**src/rtl/apbspi_shift_engine_pkg.sv**
```systemverilog
// apbspi_pkg
//   Shared types and defaults for the APB SPI shift engine slice.
//   - spi_state_t        : transfer engine state encoding
//   - SPI_DATA_W_DEFAULT : default serial word length in bits
package apbspi_pkg;

  typedef enum logic [1:0] {
    IDLE  = 2'd0,
    LEAD  = 2'd1,
    SHIFT = 2'd2,
    TRAIL = 2'd3
  } spi_state_t;

  localparam int SPI_DATA_W_DEFAULT = 8;

endpackage

```
**src/rtl/apbspi_shift_engine_shreg.sv**
```systemverilog
// apbspi_shreg
//   Bidirectional serial shift register for one SPI word.
//   Ports:
//     clk, nrst   : clock, asynchronous active-low reset
//     load        : capture load_data as the word to transmit, clear capture
//     load_data   : parallel word to transmit
//     shift_out   : advance the transmit word by one bit
//     sample_in   : shift sin into the receive word
//     lsb_first   : bit order (0 = MSB first, 1 = LSB first)
//     sin         : serial input bit
//     cur_bit     : bit currently at the transmit head
//     nxt_bit     : bit that becomes the head after the next shift_out
//     word        : assembled receive word, word[DATA_W-1] is the word MSB
module apbspi_shreg
  import apbspi_pkg::*;
#(
  parameter int DATA_W = SPI_DATA_W_DEFAULT
) (
  input  logic              clk,
  input  logic              nrst,
  input  logic              load,
  input  logic [DATA_W-1:0] load_data,
  input  logic              shift_out,
  input  logic              sample_in,
  input  logic              lsb_first,
  input  logic              sin,
  output logic              cur_bit,
  output logic              nxt_bit,
  output logic [DATA_W-1:0] word
);

  logic [DATA_W-1:0] tx_q;
  logic [DATA_W-1:0] rx_q;

  // Transmit and receive halves are kept separate because, with cpha=0,
  // sampling and shifting happen on different SCK edges of the same bit.
  always_ff @(posedge clk or negedge nrst) begin
    if (!nrst) begin
      tx_q <= '0;
      rx_q <= '0;
    end else begin
      if (load) begin
        tx_q <= load_data;
      end else if (shift_out) begin
        tx_q <= lsb_first ? (tx_q >> 1) : (tx_q << 1);
      end

      if (load) begin
        rx_q <= '0;
      end else if (sample_in) begin
        // Inserting at the far end for LSB-first means the first sampled
        // bit ends up at bit 0 after DATA_W samples, so word stays MSB-aligned.
        rx_q <= lsb_first ? {sin, rx_q[DATA_W-1:1]} : {rx_q[DATA_W-2:0], sin};
      end
    end
  end

  assign cur_bit = lsb_first ? tx_q[0] : tx_q[DATA_W-1];
  assign nxt_bit = lsb_first ? tx_q[1] : tx_q[DATA_W-2];
  assign word    = rx_q;

endmodule

```
**src/rtl/apbspi_shift_engine.sv**
```systemverilog
// apbspi_shift_engine
//   SPI master transfer engine. Serialises one DATA_W-bit word per
//   transaction on mosi, captures miso, and generates sck / cs_n for all
//   four CPOL/CPHA modes. All timing advances on half_tick strobes from the
//   prescaler; a transfer is 2*DATA_W+2 half_ticks from LEAD to IDLE.
//   Ports:
//     clk, nrst            : clock, asynchronous active-low reset
//     half_tick            : one-clk strobe per SCK half period (ignored in IDLE)
//     cpol, cpha, lsb_first: mode controls, latched when a word is accepted
//     tx_valid/tx_ready    : word handover from the register block
//     tx_data              : word to transmit
//     rx_valid             : one-clk pulse when a transfer completes
//     rx_data              : captured word, MSB at rx_data[DATA_W-1]
//     busy                 : engine is not IDLE
//     sck, mosi, cs_n      : registered SPI outputs
//     miso                 : serial input, already synchronised
module apbspi_shift_engine
  import apbspi_pkg::*;
#(
  parameter int DATA_W = SPI_DATA_W_DEFAULT,
  parameter int CNT_W  = $clog2(2*DATA_W+1)
) (
  input  logic              clk,
  input  logic              nrst,
  input  logic              half_tick,
  input  logic              cpol,
  input  logic              cpha,
  input  logic              lsb_first,
  input  logic              tx_valid,
  output logic              tx_ready,
  input  logic [DATA_W-1:0] tx_data,
  output logic              rx_valid,
  output logic [DATA_W-1:0] rx_data,
  output logic              busy,
  output logic              sck,
  output logic              mosi,
  input  logic              miso,
  output logic              cs_n
);

  localparam logic [CNT_W-1:0] LAST_EDGE = CNT_W'(2*DATA_W);

  spi_state_t        state_q, state_d;
  logic [CNT_W-1:0]  cnt_q, cnt_d, edge_nxt;
  logic              sck_q, sck_d;
  logic              mosi_q, mosi_d;
  logic              cs_n_q, cs_n_d;
  logic              rx_valid_q, rx_valid_d;
  logic [DATA_W-1:0] rx_data_q, rx_data_d;
  logic              cpol_q, cpha_q, lsb_q;

  logic              accept;
  logic              shift_out;
  logic              sample_in;
  logic              cur_bit;
  logic              nxt_bit;
  logic [DATA_W-1:0] rx_word;

  apbspi_shreg #(
    .DATA_W (DATA_W)
  ) u_shreg (
    .clk       (clk),
    .nrst      (nrst),
    .load      (accept),
    .load_data (tx_data),
    .shift_out (shift_out),
    .sample_in (sample_in),
    .lsb_first (lsb_q),
    .sin       (miso),
    .cur_bit   (cur_bit),
    .nxt_bit   (nxt_bit),
    .word      (rx_word)
  );

  always_ff @(posedge clk or negedge nrst) begin
    if (!nrst) begin
      state_q <= IDLE;
    end else begin
      state_q <= state_d;
    end
  end

  always_comb begin
    state_d    = state_q;
    cnt_d      = cnt_q;
    sck_d      = sck_q;
    mosi_d     = mosi_q;
    cs_n_d     = cs_n_q;
    rx_valid_d = 1'b0;
    rx_data_d  = rx_data_q;
    accept     = 1'b0;
    shift_out  = 1'b0;
    sample_in  = 1'b0;
    edge_nxt   = cnt_q + CNT_W'(1);

    case (state_q)
      IDLE: begin
        // sck follows the live cpol so the line already sits at the right
        // idle level when the next word arrives; half_tick is ignored here.
        sck_d = cpol;
        cnt_d = '0;
        if (tx_valid) begin
          accept  = 1'b1;
          cs_n_d  = 1'b0;
          state_d = LEAD;
          // cpha=0 needs the first bit on the wire before the first edge.
          if (!cpha) begin
            mosi_d = lsb_first ? tx_data[0] : tx_data[DATA_W-1];
          end
        end
      end

      LEAD: begin
        // One half period of CS setup before the first SCK edge.
        if (half_tick) begin
          state_d = SHIFT;
          cnt_d   = '0;
        end
      end

      SHIFT: begin
        if (half_tick) begin
          sck_d = ~sck_q;
          cnt_d = edge_nxt;
          // Odd edge numbers are leading edges, even ones trailing.
          if (edge_nxt[0]) begin
            if (!cpha_q) begin
              sample_in = 1'b1;
            end else begin
              mosi_d    = cur_bit;
              shift_out = 1'b1;
            end
          end else begin
            if (cpha_q) begin
              sample_in = 1'b1;
            end else if (edge_nxt != LAST_EDGE) begin
              mosi_d    = nxt_bit;
              shift_out = 1'b1;
            end
          end
          if (edge_nxt == LAST_EDGE) begin
            state_d = TRAIL;
          end
        end
      end

      TRAIL: begin
        // One half period of CS hold, then hand the word upstream.
        if (half_tick) begin
          sck_d      = cpol_q;
          cs_n_d     = 1'b1;
          rx_valid_d = 1'b1;
          rx_data_d  = rx_word;
          cnt_d      = '0;
          state_d    = IDLE;
        end
      end

      default: begin
        state_d = IDLE;
      end
    endcase
  end

  always_ff @(posedge clk or negedge nrst) begin
    if (!nrst) begin
      cnt_q      <= '0;
      sck_q      <= 1'b0;
      mosi_q     <= 1'b0;
      cs_n_q     <= 1'b1;
      rx_valid_q <= 1'b0;
      rx_data_q  <= '0;
      cpol_q     <= 1'b0;
      cpha_q     <= 1'b0;
      lsb_q      <= 1'b0;
    end else begin
      cnt_q      <= cnt_d;
      sck_q      <= sck_d;
      mosi_q     <= mosi_d;
      cs_n_q     <= cs_n_d;
      rx_valid_q <= rx_valid_d;
      rx_data_q  <= rx_data_d;
      if (accept) begin
        cpol_q <= cpol;
        cpha_q <= cpha;
        lsb_q  <= lsb_first;
      end
    end
  end

  assign tx_ready = (state_q == IDLE);
  assign busy     = (state_q != IDLE);
  assign sck      = sck_q;
  assign mosi     = mosi_q;
  assign cs_n     = cs_n_q;
  assign rx_valid = rx_valid_q;
  assign rx_data  = rx_data_q;

endmodule
```
**config.mk**
```make
export PLATFORM = sky130hd
export DESIGN_NAME = apbspi_shift_engine
export DESIGN_NICKNAME = d
export VERILOG_FILES = /design/src/rtl/apbspi_shift_engine_pkg.sv /design/src/rtl/apbspi_shift_engine_shreg.sv /design/src/rtl/apbspi_shift_engine.sv
export SDC_FILE = /design/constraint.sdc
export NUM_CORES = 1
export LEC_CHECK = 0
export CAP_MARGIN = 25
export CORE_ASPECT_RATIO = 0.7
export CORE_MARGIN = 1.5
export CORE_UTILIZATION = 54
export DETAILED_ROUTE_END_ITERATION = 8
export PLACE_DENSITY = 0.77
export SLEW_MARGIN = 25
export SYNTH_ARGS = -nofsm -noshare
export SYNTH_HDL_FRONTEND = slang
export SYNTH_HIERARCHICAL = 1
export SYNTH_SLANG_ARGS = --single-unit
```
**constraint.sdc**
```tcl
create_clock -name clk -period 2.2 [get_ports clk]
set_input_delay 0.22 -clock clk [delete_from_list [all_inputs] [get_ports clk]]
set_output_delay 0.22 -clock clk [all_outputs]
set_load 0.05 [all_outputs]
```
* Yosys cells after proc, flatten, opt, wreduce, memory -nomap -nowiden
Index checks and enable logic that the tools add are counted.
** Cells by class
- Muxes and demuxes :: 46
- Reductions and logical operators :: 14
- Equality and inequality tests :: 15
- Bitwise gates (word level) :: 1
- Add/sub/neg operators :: 1
** Operator list (count)
- $mux 8 :: 6
- $mux 1 :: 28
- $pmux 5 s3 :: 1
- $ne 2x2->1 const B :: 6
- $mux 2 :: 5
- $mux 5 :: 2
- $reduce_bool 2->1 :: 5
- $ne 3x3->1 const B :: 3
- $pmux 2 s4 :: 1
- $reduce_and 7->1 :: 1
- $reduce_and 3->1 :: 2
- $add 5x1->5 const B :: 1
- $eq 5x5->1 const B :: 1
- $ne 5x5->1 const B :: 1
- $reduce_and 5->1 :: 1
- $eq 2x2->1 const B :: 2
- $pmux 1 s2 :: 2
- $reduce_and 2->1 :: 2
- $pmux 1 s3 :: 1
- $reduce_bool 3->1 :: 1
- $eq 2x1->1 const B :: 1
- $logic_not 2->1 :: 1
- $ne 2x1->1 const B :: 1
- $reduce_or 2->1 :: 1
- $not 1->1 :: 1
** Storage, ports and cells
- Register bits :: 38
- Bits of input ports :: 16
- Logic and storage cells :: 89

* Logic depth before layout (Yosys ltp)
Gate-level depths: netlist of the first run.
- Depth after elaboration :: 9
- Depth in mapped cells :: 9
- Depth with buffers taken out :: 6

* Modules after synthesis
The synthesis of the first run kept the hierarchy.
** Modules (own cells, without submodules)
- apbspi_shift_engine :: area an instance 1171.1 sq um, cells an instance 107, seq. area each 551.8 sq um, times used 1
- apbspi_shreg :: area an instance 898.4 sq um, cells an instance 83, seq. area each 400.4 sq um, times used 1

* Least setup slack after synthesis of the first run
Ideal clock, no wire load.
- Path kind :: register to register
- From :: register state_q[1]
- To :: register state_q[1]
- Path slack :: 0.071 ns
- Period minus slack after synthesis :: 2.129 ns
- Arrival :: 2.002 ns
- Library setup time :: 0.128 ns
- Path buffers :: 0
- Required time :: 2.072 ns
- Stages on the path, launching flop included :: 7
- Path through :: dfrtp_1 -> inv_1 -> ha_1 -> inv_1 -> o2bb2ai_1 -> a211oi_2 -> mux2_1
** On the way
- Cells in the longest elaborated chain, start to end :: 3
- Elaborated cells on any way between the ends :: 11
- Classes of those cells :: eq/ne (8); mux (1); reduce/logical (2)
** RTL lines
- start: declaration :: line apbspi_shift_engine.sv:43 : spi_state_t state_q, state_d;
- start signal: assignment :: line apbspi_shift_engine.sv:79 : state_q <= state_d;
- $logic_not 2->1 *
- via tx_ready :: line apbspi_shift_engine.sv:30 : output logic tx_ready,
- $ne 2x2->1 (no line)
- $reduce_and 5->1 (no line)
The timed path passes the listed nets; every way through them passes the cells marked *.
A chain may end at the register's enable or synchronous reset.

* Worst setup path after layout of the first run
- From :: register state_q[0]
- To :: output port tx_ready
** On the way
- Cells in the longest elaborated chain, start to end :: 1
** RTL lines
- $logic_not 2->1 :: line apbspi_shift_engine.sv:191 : assign tx_ready = (state_q == IDLE);
- end: declaration :: line apbspi_shift_engine.sv:30
No other way between the ends.

==> flow_metrics.env, run 1 <==
export IMPL_ys_async_sr_fraction=1.00
export IMPL_synthTopCellsByArea="dfrtp_1 45%, mux2i_1 7.7%, mux2_2 7.6%"
export IMPL_max_freq_mhz=478
export IMPL_fin_worst_skew_ns=0.00362
export IMPL_h_tree_depth=2
export IMPL_clockBufferDepth=2
export IMPL_slowest_stage="clkdlybuf4s50_1"
export IMPL_hold_class="in -> async"
export IMPL_ys_flop_type="dfrtp_1"
export IMPL_wl_um=4290
export IMPL_cts_tree="built"
export IMPL_synth_largest_area_cell="dfrtp_1"
export IMPL_cp_slowest_stage_delay_ns=0.82
export IMPL_criticalPathCategory="reg -> out"
export IMPL_grt_overflow=0
export IMPL_drt_antenna_violating_nets=0
export IMPL_min_period_over_period=0.951
export IMPL_netlist_instances=190
export IMPL_vias=1549
export IMPL_clkTransAtPathRegs_ns=0.07
export IMPL_clkSinkCount=38
export IMPL_placed_cells=267
export IMPL_drcViolationCount=0
export IMPL_drv_cap=0
export IMPL_cts_buffers=5
export IMPL_dr_pass1_iters=4
export IMPL_yosysTopAreaCellShare=0.447
export IMPL_tns_ns=0
export IMPL_p_per_area_mw_per_mm2=1510
export IMPL_post_dp_hpwl_um=3050
export IMPL_start_util=0.574
export IMPL_fin_util=0.700
export IMPL_end_kind="output pin"
export IMPL_grt_max_degree=38
export IMPL_viasPerCell=5.65
export IMPL_die_height_um=54.8
export IMPL_cts_hold_buf=0
export IMPL_ir_worst_vdd_mv=1.07
export IMPL_cp_cell_sequence="inv_1 -> ha_1 -> clkdlybuf4s50_1"
export IMPL_synth_seq_cells=38
export IMPL_critPathTopFamily="buffers and inverters"
export IMPL_root_buffer="clkbuf_8"
export IMPL_postCtsSetupRepairBufs=0
export IMPL_numPortBuffers=29
export IMPL_yosys_cell_types_count=40
export IMPL_hold_viol_final=0
export IMPL_required_ns=1.98
export IMPL_dieArea_mm2=0.00422
export IMPL_p_total_mw=3.81
export IMPL_stdcell_count=274
export IMPL_finalMaxSlewViolations=0
export IMPL_netlist_area_mm2=0.00207
export IMPL_first_global_vias=1476
export IMPL_grt_pass1_wl_um=7150
export IMPL_layout_nets=247
export IMPL_rsz0062_at_grt="false"
export IMPL_relSlewSlack=0.658
export IMPL_holdWs_ns=0.0727
export IMPL_wl_per_cell_um=15.7
export IMPL_syn_num_nets=213
export IMPL_first_iter_violations=108
export IMPL_yosysWarnings=6
export IMPL_outcome="finished, final reports clean"
export IMPL_ioPinCount=30
export IMPL_p_leak_nw=1.10
export IMPL_ys_seq_area_frac=0.460
export IMPL_gp_congestion=0.846
export IMPL_clock_latency_ns=0.29
export IMPL_setup_viol=0
export IMPL_crit_arrival_ns=1.87
export IMPL_coreArea_mm2=0.00360
export IMPL_area_growth_pct=21.8
export IMPL_antenna_found_initial=0
export IMPL_cp_max_fo=5
export IMPL_diodes=0
export IMPL_worst_pin_slew_ns=0.511
export IMPL_worstSetupStartpointType="register"
export IMPL_synthTopCellsByCount="37 x dfrtp_1, 20 x nand2_1, 16 x mux2i_1, 14 x mux2_2, 12 x nor2_1"
export IMPL_yosysMostFrequentCell="dfrtp_1"
export IMPL_syn_area_per_cell_um2=10.9
export IMPL_path_buf_inv=2
export IMPL_dieWidth_um=77.0
export IMPL_min_period_ns=2.09
export IMPL_core_rowCount=18
export IMPL_final_layout_size_suffix_gt1_frac=0.161
export IMPL_grt_usage=0.227
export IMPL_synth_edff_count=0
[power by group]
group | internal, mW | switching (mW)
registers | 0.994 | 0.280
clock network | 0.363 | 0.250
logic | 0.821 | 1.10
total | 2.18 | 1.63
[area by class of cell]
cell class	count	area (µm²)
inverter	10	37.5
clock inverter	1	30.0
clock buffer	6	82.6
multi-input combinational	132	1010
timing repair buffer	37	349
tap	50	62.6
sequential	38	953
fill	288	1080
[worst reg2reg max path, delay by kind of cell, from the launching register on]
| family | cells | cell delay [ns] |
|---|---|---|
| AOI/OAI and AO/OA | 3 | 0.76 |
| adders and majority gates | 1 | 0.27 |
| DFF | 1 | 0.48 |
| and+or+nand+nor | 2 | 0.43 |
[cell usage in the layout, fill, tap and decap left out, drive strengths merged, types with 7 or more instances in the layout]
cell type       n
inv            10
nor2           12
nand2          20
mux2i          16
or3b            7
ha              7
clkdlybuf4s50  28
o211ai          8
a211oi          9
dfrtp          37
buf             8
mux2           15
[cells by family after synthesis]
logic type               count (synthesis)  synth area share
buffers and inverters                   20            0.0538
AO/OA/AOI/OAI                           39             0.144
flip-flops                              38             0.460
AND/OR/NAND/NOR                         53             0.132
XOR/XNOR                                 2           0.00847
multiplexers                            31             0.159
adder cells (fa/ha/maj)                  7            0.0423
[through the flow]
| stage | setup slack (ns) | cell area, µm² |
|---|---|---|
| finish | 0.107 | 2520 |
| global route | 0.00248 | 2520 |
| CTS | 0.0928 | 2520 |
| detailed placement | 0.148 | 2410 |
| global placement | 0.294 | 2410 |
| floorplan | 0.0709 | 2070 |
[path summary, 6_finish.rpt]
path	startpoint	cells after the start	slack, ns	end
max reg2reg	cnt_q[0]	6	0.18	u_shreg/tx_q[5]
min	nrst	1	0.07	rx_data[4]
min in group clk	cs_n	2	0.48	cs_n
max in group asynchronous	nrst	2	1.46	cnt_q[0]
min reg2reg	cs_n	2	0.48	cs_n
max	state_q[0]	3	0.11	tx_ready
[metal layers]
layer  part of all wire  vias to the layer above  GRT usage  wire length (µm)
li1                   -                      743          -                 -
met1               0.48                      772      0.300              2070
met2               0.46                       27      0.361              1980
met3              0.041                        7     0.0583               178
met4              0.015                        0      0.100                65
met5                  0                        -          0                 0
[repair_timing]
action,CTS,global route
resized for setup,1,1
gates cloned,0,0
setup endpoints to repair,1,8
[sequential cells by signal, summed over array words and instances (netlist names)]
name / flops
state_q: 2
cnt_q: 5
cs_n: 1
sck: 1
lsb_q: 1
rx_data: 8
u_shreg/word: 8
cpha_q: 1
cpol_q: 1
u_shreg/tx_q: 8
rx_valid: 1
mosi: 1
(Power assumes the default switching activity.)
==> run 2, diff against run 1 <==
- PLACE_DENSITY: 0.77 -> 0.79
==> flow_metrics.env, run 2 (same netlist as run 1, synthesis figures left out) <==
export IMPL_rr_endpoint="u_shreg/tx_q[1]"
export IMPL_rsz0062_at_grt="false"
export IMPL_layout_setup_ws_ns=0.111
export IMPL_final_layout_size_suffix_gt1_frac=0.167
export IMPL_relSlewSlack=0.637
export IMPL_p_int_mw=2.05
export IMPL_h_tree_depth=2
export IMPL_start_util=0.574
export IMPL_drcViolationCount=0
export IMPL_die_height_um=54.8
export IMPL_first_global_vias=1624
export IMPL_diodes=0
export IMPL_reg2reg_depth=6
export IMPL_grt_usage=0.232
export IMPL_dr_pass1_iters=4
export IMPL_hold_viol_final=0
export IMPL_end_kind="output pin"
export IMPL_clockBufferDepth=2
export IMPL_required_ns=1.98
export IMPL_grt_max_degree=23
export IMPL_worstSetupStartpointType="register"
export IMPL_area_growth_pct=21.2
export IMPL_crit_arrival_ns=1.87
export IMPL_p_clk_frac=0.120
export IMPL_met2_usage=0.406
export IMPL_tns_ns=0
export IMPL_layout_nets=250
export IMPL_criticalPathCategory="reg -> out"
export IMPL_ir_worst_vdd_mv=0.865
export IMPL_final_common_cell="dfrtp_1"
export IMPL_grt_pass1_wl_um=7460
export IMPL_holdWs_ns=0.290
export IMPL_ioPinCount=30
export IMPL_drv_cap=0
export IMPL_gp_congestion=0.857
export IMPL_r2r_start="cnt_q[3]"
export IMPL_met3_usage=0.0467
export IMPL_reg2reg_setup_slack_ns=0.20
export IMPL_wl_um=4280
export IMPL_grt_overflow=0
export IMPL_finalMaxSlewViolations=0
export IMPL_met1_usage=0.303
export IMPL_dieWidth_um=77.0
export IMPL_max_freq_mhz=479
export IMPL_clock_latency_ns=0.28
export IMPL_worst_pin_slew_ns=0.542
export IMPL_outcome="finished, final reports clean"
export IMPL_cp_slowest_stage_delay_ns=0.83
export IMPL_cts_buffers=5
export IMPL_p_leak_nw=1.09
export IMPL_fin_worst_skew_ns=0.00720
export IMPL_antenna_found_initial=0
export IMPL_switching_share=0.440
export IMPL_numPortBuffers=29
export IMPL_pwr_share_seq=0.343
export IMPL_mostFrequentLayoutCells="37 x dfrtp_1, 28 x clkdlybuf4s50_1, 20 x nand2_1"
export IMPL_power_frac_comb=0.537
export IMPL_p_per_area_mw_per_mm2=1460
export IMPL_min_period_ns=2.09
export IMPL_cp_max_fo=6
export IMPL_p_switching_mw=1.61
export IMPL_slowest_stage="clkdlybuf4s50_1"
export IMPL_coreArea_mm2=0.00360
export IMPL_path_buf_inv=2
export IMPL_place_ws_ns=0.0310
export IMPL_wl_per_cell_um=15.5
export IMPL_first_iter_violations=114
export IMPL_postCtsSetupRepairBufs=0
export IMPL_dieArea_mm2=0.00422
export IMPL_viasPerCell=5.66
export IMPL_post_dp_hpwl_um=3180
export IMPL_root_buffer="clkbuf_8"
export IMPL_clkSinkCount=38
export IMPL_core_rowCount=18
export IMPL_cts_tree="built"
export IMPL_busiest_layer="met2"
export IMPL_setup_viol=0
export IMPL_hold_class="in -> async"
export IMPL_drt_antenna_violating_nets=0
export IMPL_critPathTopFamily="buffers and inverters"
export IMPL_vias=1567
export IMPL_clkTransAtPathRegs_ns=0.07
export IMPL_min_period_over_period=0.949
export IMPL_cp_cell_sequence="inv_1 -> ha_1 -> clkdlybuf4s50_1"
export IMPL_fin_util=0.696
export IMPL_p_total_mw=3.66
[run 2: power groups by stage]
stage	clock, mW	sequential, mW	combinational (mW)
after floorplan	0	1.52	1.16
after global placement	0	1.24	1.89
after detailed placement	0	1.26	1.95
after CTS	0.458	1.25	1.97
after global routing	0.486	1.30	2.13
final	0.439	1.26	1.96
[run 2: layout make-up]
class,instances,area [µm²]
Timing Repair Buffer,40,370
Fill cell,271,1090
Sequential cell,38,952
Clock buffer,7,76.3
Multi-Input combinational cell,132,1010
Inverter,10,37.5
Tap cell,50,62.6
[run 2: through the flow]
stage,instance area [µm²],cells
after floorplan,2070,190
after global placement,2430,270
after detailed placement,2430,270
after CTS,2500,277
after global routing,2510,277
final,2510,277
[run 2: worst max-delay path by stage]
| stage | startpoint | to | slack (ns) | cells after the start |
|---|---|---|---|---|
| finish | state_q[1] | tx_ready | 0.11 | 3 |
| global route | state_q[1] | tx_ready | 0.02 | 3 |
| CTS | cnt_q[1] | u_shreg/tx_q[1] | 0.005 | 6 |
| detailed placement | cnt_q[1] | u_shreg/tx_q[1] | 0.03 | 6 |
| global placement | cnt_q[1] | u_shreg/tx_q[5] | 0.22 | 6 |
| floorplan | state_q[1] | state_q[1] | 0.07 | 6 |
[run 2: timing repair]
item / CTS / global route
hold endpoints to repair: 0 / 0
hold buffers: 0 / 0
setup endpoints to repair: 0 / 6
resized for setup: 0 / 1
[run 2: per-layer routing]
layer,vias up,part of all wire
met1,768,0.49
met4,0,0.0058
met3,4,0.035
met5,-,0
met2,40,0.47
li1,755,-
==> run 3, diff against run 2 <==
- GPL_ROUTABILITY_DRIVEN: not set -> 0
- SKIP_CTS_REPAIR_TIMING: not set -> 1
==> results of run 3 <==
No change in the layout: final DEF, timing and power equal those of run 2.
